**src/rtl/id_operand_stage_pkg.sv**
```systemverilog
// Shared constants for the ID operand stage: stall-vector indices, MIPS opcode/funct
// encodings and forwarding-bus slice helpers.
package id_operand_stage_pkg;

  localparam int unsigned ID_IN  = 1;
  localparam int unsigned ID_OUT = 2;

  localparam logic Stop   = 1'b1;
  localparam logic NoStop = 1'b0;

  localparam logic [5:0] OP_SPECIAL = 6'h00;
  localparam logic [5:0] OP_REGIMM  = 6'h01;
  localparam logic [5:0] OP_J       = 6'h02;
  localparam logic [5:0] OP_JAL     = 6'h03;
  localparam logic [5:0] OP_BEQ     = 6'h04;
  localparam logic [5:0] OP_BNE     = 6'h05;
  localparam logic [5:0] OP_BLEZ    = 6'h06;
  localparam logic [5:0] OP_BGTZ    = 6'h07;
  localparam logic [5:0] OP_LUI     = 6'h0f;
  localparam logic [5:0] OP_SB      = 6'h28;
  localparam logic [5:0] OP_SH      = 6'h29;
  localparam logic [5:0] OP_SW      = 6'h2b;

  localparam logic [5:0] FN_SLL  = 6'h00;
  localparam logic [5:0] FN_SRL  = 6'h02;
  localparam logic [5:0] FN_SRA  = 6'h03;
  localparam logic [5:0] FN_JR   = 6'h08;
  localparam logic [5:0] FN_JALR = 6'h09;

  localparam logic [4:0] RI_BLTZ = 5'h00;
  localparam logic [4:0] RI_BGEZ = 5'h01;

  // Channel k of a packed forwarding bus occupies [fwd_lsb(k, w) +: w].
  function automatic int fwd_lsb(int k, int w);
    return k * w;
  endfunction

endpackage

```
**src/rtl/id_operand_stage_if.sv**
```systemverilog
// Forwarding bus from the EX/MEM/WB result ports into the ID operand stage.
interface id_operand_stage_if #(
  parameter int unsigned NUM_FWD = 3,
  parameter int unsigned RA_W    = 5,
  parameter int unsigned DATA_W  = 32
);
  logic [NUM_FWD-1:0]        fwd_we;
  logic [NUM_FWD*RA_W-1:0]   fwd_waddr;
  logic [NUM_FWD*DATA_W-1:0] fwd_wdata;
  logic [NUM_FWD-1:0]        fwd_is_load;

  modport master (output fwd_we, output fwd_waddr, output fwd_wdata, output fwd_is_load);
  modport slave  (input fwd_we, input fwd_waddr, input fwd_wdata, input fwd_is_load);
endinterface

```
**src/rtl/id_fwd_mux.sv**
```systemverilog
// Resolves one source operand: register 0, youngest matching forwarding channel, or
// the register file, and reports whether the winning producer is a load still in flight.
module id_fwd_mux
  import id_operand_stage_pkg::*;
#(
  parameter int unsigned DATA_W  = 32,
  parameter int unsigned RA_W    = 5,
  parameter int unsigned NUM_FWD = 3
) (
  input  logic [RA_W-1:0]           raddr,
  input  logic [NUM_FWD-1:0]        fwd_we,
  input  logic [NUM_FWD*RA_W-1:0]   fwd_waddr,
  input  logic [NUM_FWD*DATA_W-1:0] fwd_wdata,
  input  logic [NUM_FWD-1:0]        fwd_is_load,
  input  logic [DATA_W-1:0]         rf_rdata,
  output logic [DATA_W-1:0]         data,
  output logic                      hit_is_load
);

  always_comb begin
    data        = rf_rdata;
    hit_is_load = 1'b0;
    // Walk oldest to youngest so the lowest matching index wins.
    for (int k = NUM_FWD - 1; k >= 0; k--) begin
      if (fwd_we[k] && (fwd_waddr[fwd_lsb(k, RA_W) +: RA_W] == raddr)) begin
        data        = fwd_wdata[fwd_lsb(k, DATA_W) +: DATA_W];
        hit_is_load = fwd_is_load[k];
      end
    end
    if (raddr == '0) begin
      data        = '0;
      hit_is_load = 1'b0;
    end
  end

endmodule

```
**src/rtl/id_operand_stage.sv**
```systemverilog
// IF->ID pipeline register with SRAM word buffering, operand forwarding, load-use
// interlock and in-ID branch/jump resolution (delay-slot semantics, no flush).
module id_operand_stage
  import id_operand_stage_pkg::*;
#(
  parameter int unsigned DATA_W  = 32,
  parameter int unsigned PC_W    = 32,
  parameter int unsigned RA_W    = 5,
  parameter int unsigned NUM_FWD = 3,
  parameter int unsigned STALL_W = 6,
  parameter int unsigned CNT_W   = 32
) (
  input  logic                clk,
  input  logic                rst,
  input  logic [STALL_W-1:0]  stall,
  input  logic                if_valid,
  input  logic [PC_W-1:0]     if_pc,
  input  logic [31:0]         inst_rdata,
  output logic [RA_W-1:0]     rf_raddr1,
  output logic [RA_W-1:0]     rf_raddr2,
  input  logic [DATA_W-1:0]   rf_rdata1,
  input  logic [DATA_W-1:0]   rf_rdata2,
  id_operand_stage_if.slave   fwd_bus,
  output logic                id_valid,
  output logic [PC_W-1:0]     id_pc,
  output logic [31:0]         id_inst,
  output logic [DATA_W-1:0]   rs_data,
  output logic [DATA_W-1:0]   rt_data,
  output logic                stallreq,
  output logic                br_taken,
  output logic [PC_W-1:0]     br_target,
  output logic [CNT_W-1:0]    lu_stall_cnt
);

  logic        buf_vld;
  logic [31:0] inst_buf;
  logic        do_load, do_bubble;

  logic unused_stall;
  assign unused_stall = ^{stall[STALL_W-1:3], stall[0]};

  assign do_bubble = (stall[ID_IN] == Stop) && (stall[ID_OUT] == NoStop);
  assign do_load   = (stall[ID_IN] == NoStop);

  always_ff @(posedge clk) begin
    if (rst) begin
      id_valid <= 1'b0;
      id_pc    <= '0;
    end else if (do_bubble) begin
      id_valid <= 1'b0;
    end else if (do_load) begin
      id_valid <= if_valid;
      id_pc    <= if_pc;
    end
  end

  // The SRAM word only lives one cycle; latch it on the first stalled cycle.
  always_ff @(posedge clk) begin
    if (rst) begin
      buf_vld  <= 1'b0;
      inst_buf <= '0;
    end else if (do_bubble || do_load) begin
      buf_vld <= 1'b0;
    end else if (!buf_vld) begin
      buf_vld  <= 1'b1;
      inst_buf <= id_inst;
    end
  end

  assign id_inst = id_valid ? (buf_vld ? inst_buf : inst_rdata) : 32'h0;

  logic [5:0]  op, funct;
  logic [4:0]  rs_f, rt_f;
  logic [15:0] imm;
  logic [25:0] idx;
  logic        is_rtype, is_shift_imm;
  logic        rs_used, rt_used;

  assign op    = id_inst[31:26];
  assign rs_f  = id_inst[25:21];
  assign rt_f  = id_inst[20:16];
  assign imm   = id_inst[15:0];
  assign idx   = id_inst[25:0];
  assign funct = id_inst[5:0];

  assign rf_raddr1 = id_inst[21 +: RA_W];
  assign rf_raddr2 = id_inst[16 +: RA_W];

  assign is_rtype     = (op == OP_SPECIAL);
  assign is_shift_imm = is_rtype && ((funct == FN_SLL) || (funct == FN_SRL) || (funct == FN_SRA));

  assign rs_used = id_valid && (id_inst != 32'h0) && (op != OP_J) && (op != OP_JAL) &&
                   (op != OP_LUI) && !is_shift_imm;
  assign rt_used = id_valid && (is_rtype || (op == OP_BEQ) || (op == OP_BNE) ||
                   (op == OP_SW) || (op == OP_SH) || (op == OP_SB));

  logic rs_hit_load, rt_hit_load;

  id_fwd_mux #(
    .DATA_W  (DATA_W),
    .RA_W    (RA_W),
    .NUM_FWD (NUM_FWD)
  ) u_rs_mux (
    .raddr       (rf_raddr1),
    .fwd_we      (fwd_bus.fwd_we),
    .fwd_waddr   (fwd_bus.fwd_waddr),
    .fwd_wdata   (fwd_bus.fwd_wdata),
    .fwd_is_load (fwd_bus.fwd_is_load),
    .rf_rdata    (rf_rdata1),
    .data        (rs_data),
    .hit_is_load (rs_hit_load)
  );

  id_fwd_mux #(
    .DATA_W  (DATA_W),
    .RA_W    (RA_W),
    .NUM_FWD (NUM_FWD)
  ) u_rt_mux (
    .raddr       (rf_raddr2),
    .fwd_we      (fwd_bus.fwd_we),
    .fwd_waddr   (fwd_bus.fwd_waddr),
    .fwd_wdata   (fwd_bus.fwd_wdata),
    .fwd_is_load (fwd_bus.fwd_is_load),
    .rf_rdata    (rf_rdata2),
    .data        (rt_data),
    .hit_is_load (rt_hit_load)
  );

  // The mux already suppresses hits on register 0.
  assign stallreq = id_valid && ((rs_used && rs_hit_load) || (rt_used && rt_hit_load));

  logic            cond;
  logic [PC_W-1:0] pc4, br_off, target;
  logic            rs_neg, rs_zero;

  assign rs_neg  = rs_data[DATA_W-1];
  assign rs_zero = (rs_data == '0);

  always_comb begin
    pc4    = id_pc + PC_W'(4);
    br_off = {{(PC_W - 18){imm[15]}}, imm, 2'b00};
    cond   = 1'b0;
    target = pc4 + br_off;
    case (op)
      OP_SPECIAL: begin
        if ((funct == FN_JR) || (funct == FN_JALR)) begin
          cond   = 1'b1;
          target = PC_W'(rs_data);
        end
      end
      OP_J, OP_JAL: begin
        cond   = 1'b1;
        target = {pc4[PC_W-1:28], idx, 2'b00};
      end
      OP_BEQ:    cond = (rs_data == rt_data);
      OP_BNE:    cond = (rs_data != rt_data);
      OP_BLEZ:   cond = rs_neg || rs_zero;
      OP_BGTZ:   cond = !rs_neg && !rs_zero;
      OP_REGIMM: begin
        if (rt_f == RI_BLTZ)      cond = rs_neg;
        else if (rt_f == RI_BGEZ) cond = !rs_neg;
      end
      default:   cond = 1'b0;
    endcase
  end

  assign br_taken  = id_valid && !stallreq && cond;
  assign br_target = br_taken ? target : '0;

  always_ff @(posedge clk) begin
    if (rst) begin
      lu_stall_cnt <= '0;
    end else if (stallreq && (lu_stall_cnt != '1)) begin
      lu_stall_cnt <= lu_stall_cnt + CNT_W'(1);
    end
  end

endmodule

```
**src/flat_wrapper.sv**
```systemverilog
// flat-port wrapper written by rule: the top's interface ports become plain ports
module id_operand_stage_flat import id_operand_stage_pkg::*;
#(
  parameter int unsigned DATA_W  = 32,
  parameter int unsigned PC_W    = 32,
  parameter int unsigned RA_W    = 5,
  parameter int unsigned NUM_FWD = 3,
  parameter int unsigned STALL_W = 6,
  parameter int unsigned CNT_W   = 32
)
  (clk, rst, stall, if_valid, if_pc, inst_rdata, rf_raddr1, rf_raddr2, rf_rdata1, rf_rdata2, id_valid, id_pc, id_inst, rs_data, rt_data, stallreq, br_taken, br_target, lu_stall_cnt, fwd_bus_fwd_we, fwd_bus_fwd_waddr, fwd_bus_fwd_wdata, fwd_bus_fwd_is_load);
  id_operand_stage_if #(.NUM_FWD(NUM_FWD), .RA_W(RA_W), .DATA_W(DATA_W)) fwd_bus_i ();
  input  logic clk;
  input  logic rst;
  input  logic [STALL_W-1:0] stall;
  input  logic if_valid;
  input  logic [PC_W-1:0] if_pc;
  input  logic [31:0] inst_rdata;
  output logic [RA_W-1:0] rf_raddr1;
  output logic [RA_W-1:0] rf_raddr2;
  input  logic [DATA_W-1:0] rf_rdata1;
  input  logic [DATA_W-1:0] rf_rdata2;
  output logic id_valid;
  output logic [PC_W-1:0] id_pc;
  output logic [31:0] id_inst;
  output logic [DATA_W-1:0] rs_data;
  output logic [DATA_W-1:0] rt_data;
  output logic stallreq;
  output logic br_taken;
  output logic [PC_W-1:0] br_target;
  output logic [CNT_W-1:0] lu_stall_cnt;
  input wire logic [$bits(fwd_bus_i.fwd_we)-1:0] fwd_bus_fwd_we;
  input wire logic [$bits(fwd_bus_i.fwd_waddr)-1:0] fwd_bus_fwd_waddr;
  input wire logic [$bits(fwd_bus_i.fwd_wdata)-1:0] fwd_bus_fwd_wdata;
  input wire logic [$bits(fwd_bus_i.fwd_is_load)-1:0] fwd_bus_fwd_is_load;
  assign fwd_bus_i.fwd_we = fwd_bus_fwd_we;
  assign fwd_bus_i.fwd_waddr = fwd_bus_fwd_waddr;
  assign fwd_bus_i.fwd_wdata = fwd_bus_fwd_wdata;
  assign fwd_bus_i.fwd_is_load = fwd_bus_fwd_is_load;
  id_operand_stage #(.DATA_W(DATA_W), .PC_W(PC_W), .RA_W(RA_W), .NUM_FWD(NUM_FWD), .STALL_W(STALL_W), .CNT_W(CNT_W)) u_core (.clk(clk), .rst(rst), .stall(stall), .if_valid(if_valid), .if_pc(if_pc), .inst_rdata(inst_rdata), .rf_raddr1(rf_raddr1), .rf_raddr2(rf_raddr2), .rf_rdata1(rf_rdata1), .rf_rdata2(rf_rdata2), .fwd_bus(fwd_bus_i), .id_valid(id_valid), .id_pc(id_pc), .id_inst(id_inst), .rs_data(rs_data), .rt_data(rt_data), .stallreq(stallreq), .br_taken(br_taken), .br_target(br_target), .lu_stall_cnt(lu_stall_cnt));
endmodule
```
**config.mk**
```make
export PLATFORM = sky130hd
export DESIGN_NAME = id_operand_stage_flat
export DESIGN_NICKNAME = d
export VERILOG_FILES = /design/src/rtl/id_operand_stage_pkg.sv /design/src/rtl/id_operand_stage_if.sv /design/src/rtl/id_fwd_mux.sv /design/src/rtl/id_operand_stage.sv /design/src/flat_wrapper.sv
export SDC_FILE = /design/constraint.sdc
export NUM_CORES = 1
export LEC_CHECK = 0
export CORE_AREA = 5 5 177 179
export CTS_CLUSTER_SIZE = 30
export DETAILED_ROUTE_END_ITERATION = 10
export DIE_AREA = 0 0 182 184
export PLACE_DENSITY = 0.69
export SLEW_MARGIN = 0
export SYNTH_ARGS = -nofsm -noshare
export SYNTH_HDL_FRONTEND = slang
export SYNTH_SLANG_ARGS = --single-unit
```
**constraint.sdc**
```tcl
create_clock -name clk -period 6.6 [get_ports clk]
set_input_delay 1.32 -clock clk [delete_from_list [all_inputs] [get_ports clk]]
set_output_delay 1.32 -clock clk [all_outputs]
set_load 0.01 [all_outputs]
```
# ---- Yosys cells after proc, flatten, opt, wreduce, memory -nomap -nowiden
# Index checks and enable logic that the tools add are counted.
dict set report classes {
  add_sub_neg 3
  div_mod_pow 0
  eq_ne 27
  bitwise 5
  mul 0
  magnitude_cmp 0
  mux 26
  n_shift 0
  n_reduce_logical 46
}
# op count
set ops {}
lappend ops {{$mux W32} 12}
lappend ops {{$pmux W32 S2} 1}
lappend ops {{$add A32 B1 Y32 const B} 1}
lappend ops {{$add A32 B3 Y32 const B} 1}
lappend ops {{$add A32 B32 Y32} 1}
lappend ops {{$eq A32 B32 Y1} 1}
lappend ops {{$logic_not A32 Y1} 1}
lappend ops {{$ne A32 B32 Y1} 1}
lappend ops {{$ne A32 B32 Y1 const B} 1}
lappend ops {{$reduce_bool A32 Y1} 1}
lappend ops {{$eq A5 B5 Y1} 6}
lappend ops {{$eq A6 B2 Y1 const B} 4}
lappend ops {{$eq A6 B3 Y1 const B} 4}
lappend ops {{$logic_and A1 B1 Y1} 21}
lappend ops {{$eq A6 B6 Y1 const B} 3}
lappend ops {{$eq A6 B4 Y1 const B} 2}
lappend ops {{$logic_not A6 Y1} 2}
lappend ops {{$mux W1} 12}
lappend ops {{$ne A6 B2 Y1 const B} 2}
lappend ops {{$logic_or A1 B1 Y1} 11}
lappend ops {{$logic_not A5 Y1} 2}
lappend ops {{$pmux W1 S7} 1}
lappend ops {{$eq A6 B1 Y1 const B} 1}
lappend ops {{$ne A6 B4 Y1 const B} 1}
lappend ops {{other kinds (5)} 14}
dict set report totals {
  mem_count 0
  register_bits 98
  ram_bits 0
  out_inout_bits 205
  latchBits 0
  romBits 0
  in_bits 254
}

# ---- Longest topological paths before layout
dict set report depth {
  ltp_word 16
  depth_mapped 23
  depth_no_buf 22
}

# ---- Modules after synthesis
# Synthesis repeated with hierarchy kept, for this count alone.
dict set report hier_totals {
  hier_cells 1356
  hier_area_um2 10417.5
}
# mod area_each_um2 cells_each instances
set modules_own_cells {}
lappend modules_own_cells {id_operand_stage 7569.8 990 1}
lappend modules_own_cells {id_fwd_mux 1423.9 183 2}

# ---- Worst setup path before layout
# Ideal clock, no wire load.
dict set report synth_path {
  kind {input port to output port}
  startpoint {input inst_rdata[23]}
  endpoint {output br_target[12]}
  t_arrival_ns 4.807
  path_slack_ns 0.473
  required_time_ns 5.280
  path_stages 17
  path_cell_list {mux2i_2 nand2b_1 clkinv_1 xnor2_1 and4b_1 buf_4 or3_1 buf_2 buf_2 o22ai_1 xor2_1 nor4_1 nand4_1 nor3_2 mux2i_1 buf_4 a211oi_2}
}
# item line_no
set synth_lines {}
lappend synth_lines {{start, declared} flat_wrapper.sv:18} ;# input logic [31:0] inst_rdata;
lappend synth_lines {{$mux W32 * (2 in a row)} id_operand_stage.sv:70} ;# assign id_inst = id_valid ? (buf_vld ? inst_buf : inst_rdata) : 32'h0;
lappend synth_lines {{net id_inst[23]} flat_wrapper.sv:25} ;# output logic [31:0] id_inst;
lappend synth_lines {{$eq A5 B5 Y1} id_fwd_mux.sv:25} ;# if (fwd_we[k] && (fwd_waddr[fwd_lsb(k, RA_W) +: RA_W] == raddr)) begin
lappend synth_lines {{$logic_and A1 B1 Y1} id_fwd_mux.sv:25}
lappend synth_lines {{$mux W32 (3 in a row)} id_fwd_mux.sv:25}
lappend synth_lines {{$mux W32 *} id_fwd_mux.sv:30} ;# if (raddr == '0) begin
lappend synth_lines {{net rs_data[23]} flat_wrapper.sv:26} ;# output logic [DATA_W-1:0] rs_data;
lappend synth_lines {{$logic_not A32 Y1} id_operand_stage.sv:137} ;# assign rs_zero = (rs_data == '0);
lappend synth_lines {{$logic_not A1 Y1} id_operand_stage.sv:158} ;# OP_BGTZ: cond = !rs_neg && !rs_zero;
lappend synth_lines {{$logic_and A1 B1 Y1} id_operand_stage.sv:158}
lappend synth_lines {{$pmux W1 S7 *} id_operand_stage.sv:144} ;# case (op)
lappend synth_lines {{$logic_and A1 B1 Y1 *} id_operand_stage.sv:167} ;# assign br_taken = id_valid && !stallreq && cond;
lappend synth_lines {{$mux W32 *} id_operand_stage.sv:168} ;# assign br_target = br_taken ? target : '0;
lappend synth_lines {{end, declared} flat_wrapper.sv:30} ;# output logic [PC_W-1:0] br_target;
# Mark *: on every way through the listed nets, which the timed path passes. The rest lies on a longest branch.

# ---- Worst setup path in the final report
dict set report layout_path {
  startpoint {input inst_rdata[17]}
  endpoint {output br_target[8]}
}
dict set report layout_between {
  elab_chain_cells 15
}
# item line_no
set layout_rtl {}
lappend layout_rtl {{$mux W32 * (2 in a row)} id_operand_stage.sv:70}
lappend layout_rtl {{parallel branches: the longest is 11 deep, another holds $mux W32} -}
lappend layout_rtl {{$logic_and A1 B1 Y1 *} id_operand_stage.sv:167}
lappend layout_rtl {{$mux W32 *} id_operand_stage.sv:168}
# Every way passes the cells marked *.

==> out/metrics.cfg <==
[power_and_ir_drop]
ir_worst_vdd_mv=0.218
p_leak_uw=0.00813
power.density_mw_per_mm2=115

[run_status]
status=finished, violations left
violations=negative setup slack

[die]
dieArea_mm2=0.0335
die_w_um=182
die_h_um=184
num_rows=63
initial_core_util=0.366
coreArea_mm2=0.0294
ios=459

[final_layout]
final-seq-area_mm2=0.00197
fillers=2622
finish.utilization=0.641
syn2layout_area_growth_pct=75.1
final_nets=2436
mostFrequentLayoutCells=clkdlybuf4s50_1, buf_4, nand2_1, nor2_1, dfxtp_1
design_area_mm2=0.0188
layout-drive-gt1-share=0.251
multiInputGateArea_mm2=0.00839
layout_commonest_cell=clkdlybuf4s50_1

[drt]
final_antenna_net_count=0
drt_iter0_drc=1478
viasPerCell=5.67
wl_per_cell_um=23.7
vias=14443
dr.pass1.iters=8
drc=0
routed_wl_um=60400

[clock_network]
clock_path_buffers=2
root_buffer=clkbuf_16
cts_sinks=98
insertion_delay_ps=360
cts_buffers=9
clkTransAtPathRegs_ps=80
h-tree-depth=3
cts_tree=done

[global_route]
grt_pass1_wl_um=86400
antenna_found_initial=5
grtUsageTotal=0.332
grt_overflow=0
grt_pass1_vias=13979
grt_max_degree=99

[synthesis]
async_reset_ff_frac=0
synth_cell_types=83
synth_area_leader_cell=dfxtp_1
syn-cell-area_mm2=0.0108
ys.flop_type=dfxtp_1
yosys_warnings=0
syn_avg_cell_area_um2=7.44
synth_area_leaders=dfxtp_1, mux2i_1, nand2_1
synth.ff_latch_count=98
netlist_instances=1446
synth_top_area_frac=0.182
synth-edff-count=0
synth.yosys.seq_area_share=0.182
synthesis.nets=1732

[timing]
finalCritPeriodShare=1.02
final-hold-violation-count=0
max_freq_ghz=0.149
tightest_slew_ps=1030
slew_headroom=0.315
fin_ws_ps=-126
fin_skew_ps=10.3
setup_viol=30
rsz0062_at_grt=true
finalMaxSlewViolations=0
post-route-min-period_ps=6730

[placed_design]
dpl_cell_area_mm2=0.0175
dp_hpwl_um=48500
gp_congestion=0.983
numPortBuffers=454

[hold_path]
hp-class=flip-flop to flip-flop

[critical_path]
cp.arrival_ps=5410
critical_path_peak_fanout=8
cp-start-kind=primary input
crit_type=primary input to primary output
endpoint_kind=primary output
required_ps=5280

[run]
drv_cap=0

## kinds of logic (layout without fill, tap and decap cells)
logic type | count (synthesis) | in the layout | synth area share
muxes | 143 | 143 | 0.140
xor gates and xnor gates | 114 | 114 | 0.0928
AOI/OAI and AO/OA | 335 | 335 | 0.224
buffers and inverters | 190 | 899 | 0.0795
and+or+nand+nor | 534 | 534 | 0.244
other | 0 | 3 | 0
adders and majority gates | 32 | 32 | 0.0379
DFF | 98 | 98 | 0.182
## path summary, 6_finish.rpt
path,startpoint,to,slack (ps),cells past startpoint
hold / removal,u_core.inst_buf[7]$_SDFFE_PP0P_,u_core.inst_buf[7]$_SDFFE_PP0P_,460,2
setup / recovery,inst_rdata[17],br_target[8],-130,22
setup reg to reg,u_core.buf_vld$_SDFF_PP0_,u_core.lu_stall_cnt[18]$_SDFFE_PP0P_,2240,17
hold reg to reg,u_core.inst_buf[7]$_SDFFE_PP0P_,u_core.inst_buf[7]$_SDFFE_PP0P_,460,2
## synth_stat cells, types with 31 or more instances
library cell,instances
xnor2_1,61
inv_1,85
a21oi_1,82
o21ai_0,45
clkbuf_1,61
dfxtp_1,98
nor3_1,31
ha_1,31
nand3_1,38
nand2_1,150
mux2i_1,92
mux2_2,46
nor2_1,150
xor2_1,53
## timing repair
item / CTS / global route
pin swaps: 23 / 32
cloned: 3 / 4
hold buffers: 0 / 0
resized for setup: 183 / 105
setup buffers: 33 / 35
endpoints found under the setup margin: 33 / 33
## worst max-delay path: stages
cell	delay (ps)
clkbuf_2	130
mux2_4	320
o41ai_4	360
buf_4	170
nand2_2	70
o31ai_4	60
buf_4	160
nor2_2	50
buf_12	130
buf_4	150
a222oi_1	420
buf_4	200
xor2_1	60
nor4_1	250
nand4_1	240
nor3_4	290
mux2i_4	360
buf_12	190
buf_4	120
buf_6	110
a21oi_2	50
buf_2	160
## per-layer routing
metal	part of all wire	GRT usage	wire (um)
met4	0.038	0.108	2320
met3	0.084	0.0675	5070
met5	0.00053	0	32
met1	0.39	0.403	23600
met2	0.49	0.591	29400
## area by class of cell
cell class                 instances  area share
tap                              390      0.0259
sequential                        98       0.104
inverter                          88      0.0176
clock buffer                      10      0.0122
timing repair buffer             795       0.390
antenna                            3    0.000398
clock inverter                     6     0.00438
multi-input combinational       1158       0.445
## flip-flops by register name, summed over array words and instances, names as in the netlist
| name | flops |
|---|---|
| u_core.inst_buf | 32 |
| u_core.buf_vld | 1 |
| u_core.id_pc | 32 |
| u_core.id_valid | 1 |
| u_core.lu_stall_cnt | 32 |
## stage by stage
stage / cells / TNS, ps / hold WS [ps] / worst slack, ps / power (uW)
2_1_floorplan: 1446 / 0 / 433 / 473 / 996
3_3_place_gp: 2461 / -27760 / 438 / -882 / 1500
3_5_place_dp: 2461 / -29040 / 447 / -925 / 1500
4_1_cts: 2513 / -8260 / 458 / -398 / 2110
5_1_grt: 2548 / -6240 / 481 / -246 / 2250
6_report: 2548 / -1490 / 459 / -126 / 2170
## report_power, final
group / switching [uW] / internal, uW
registers: 21.4 / 605
logic: 460 / 512
clock network: 265 / 303
(Power assumes the default switching activity.)
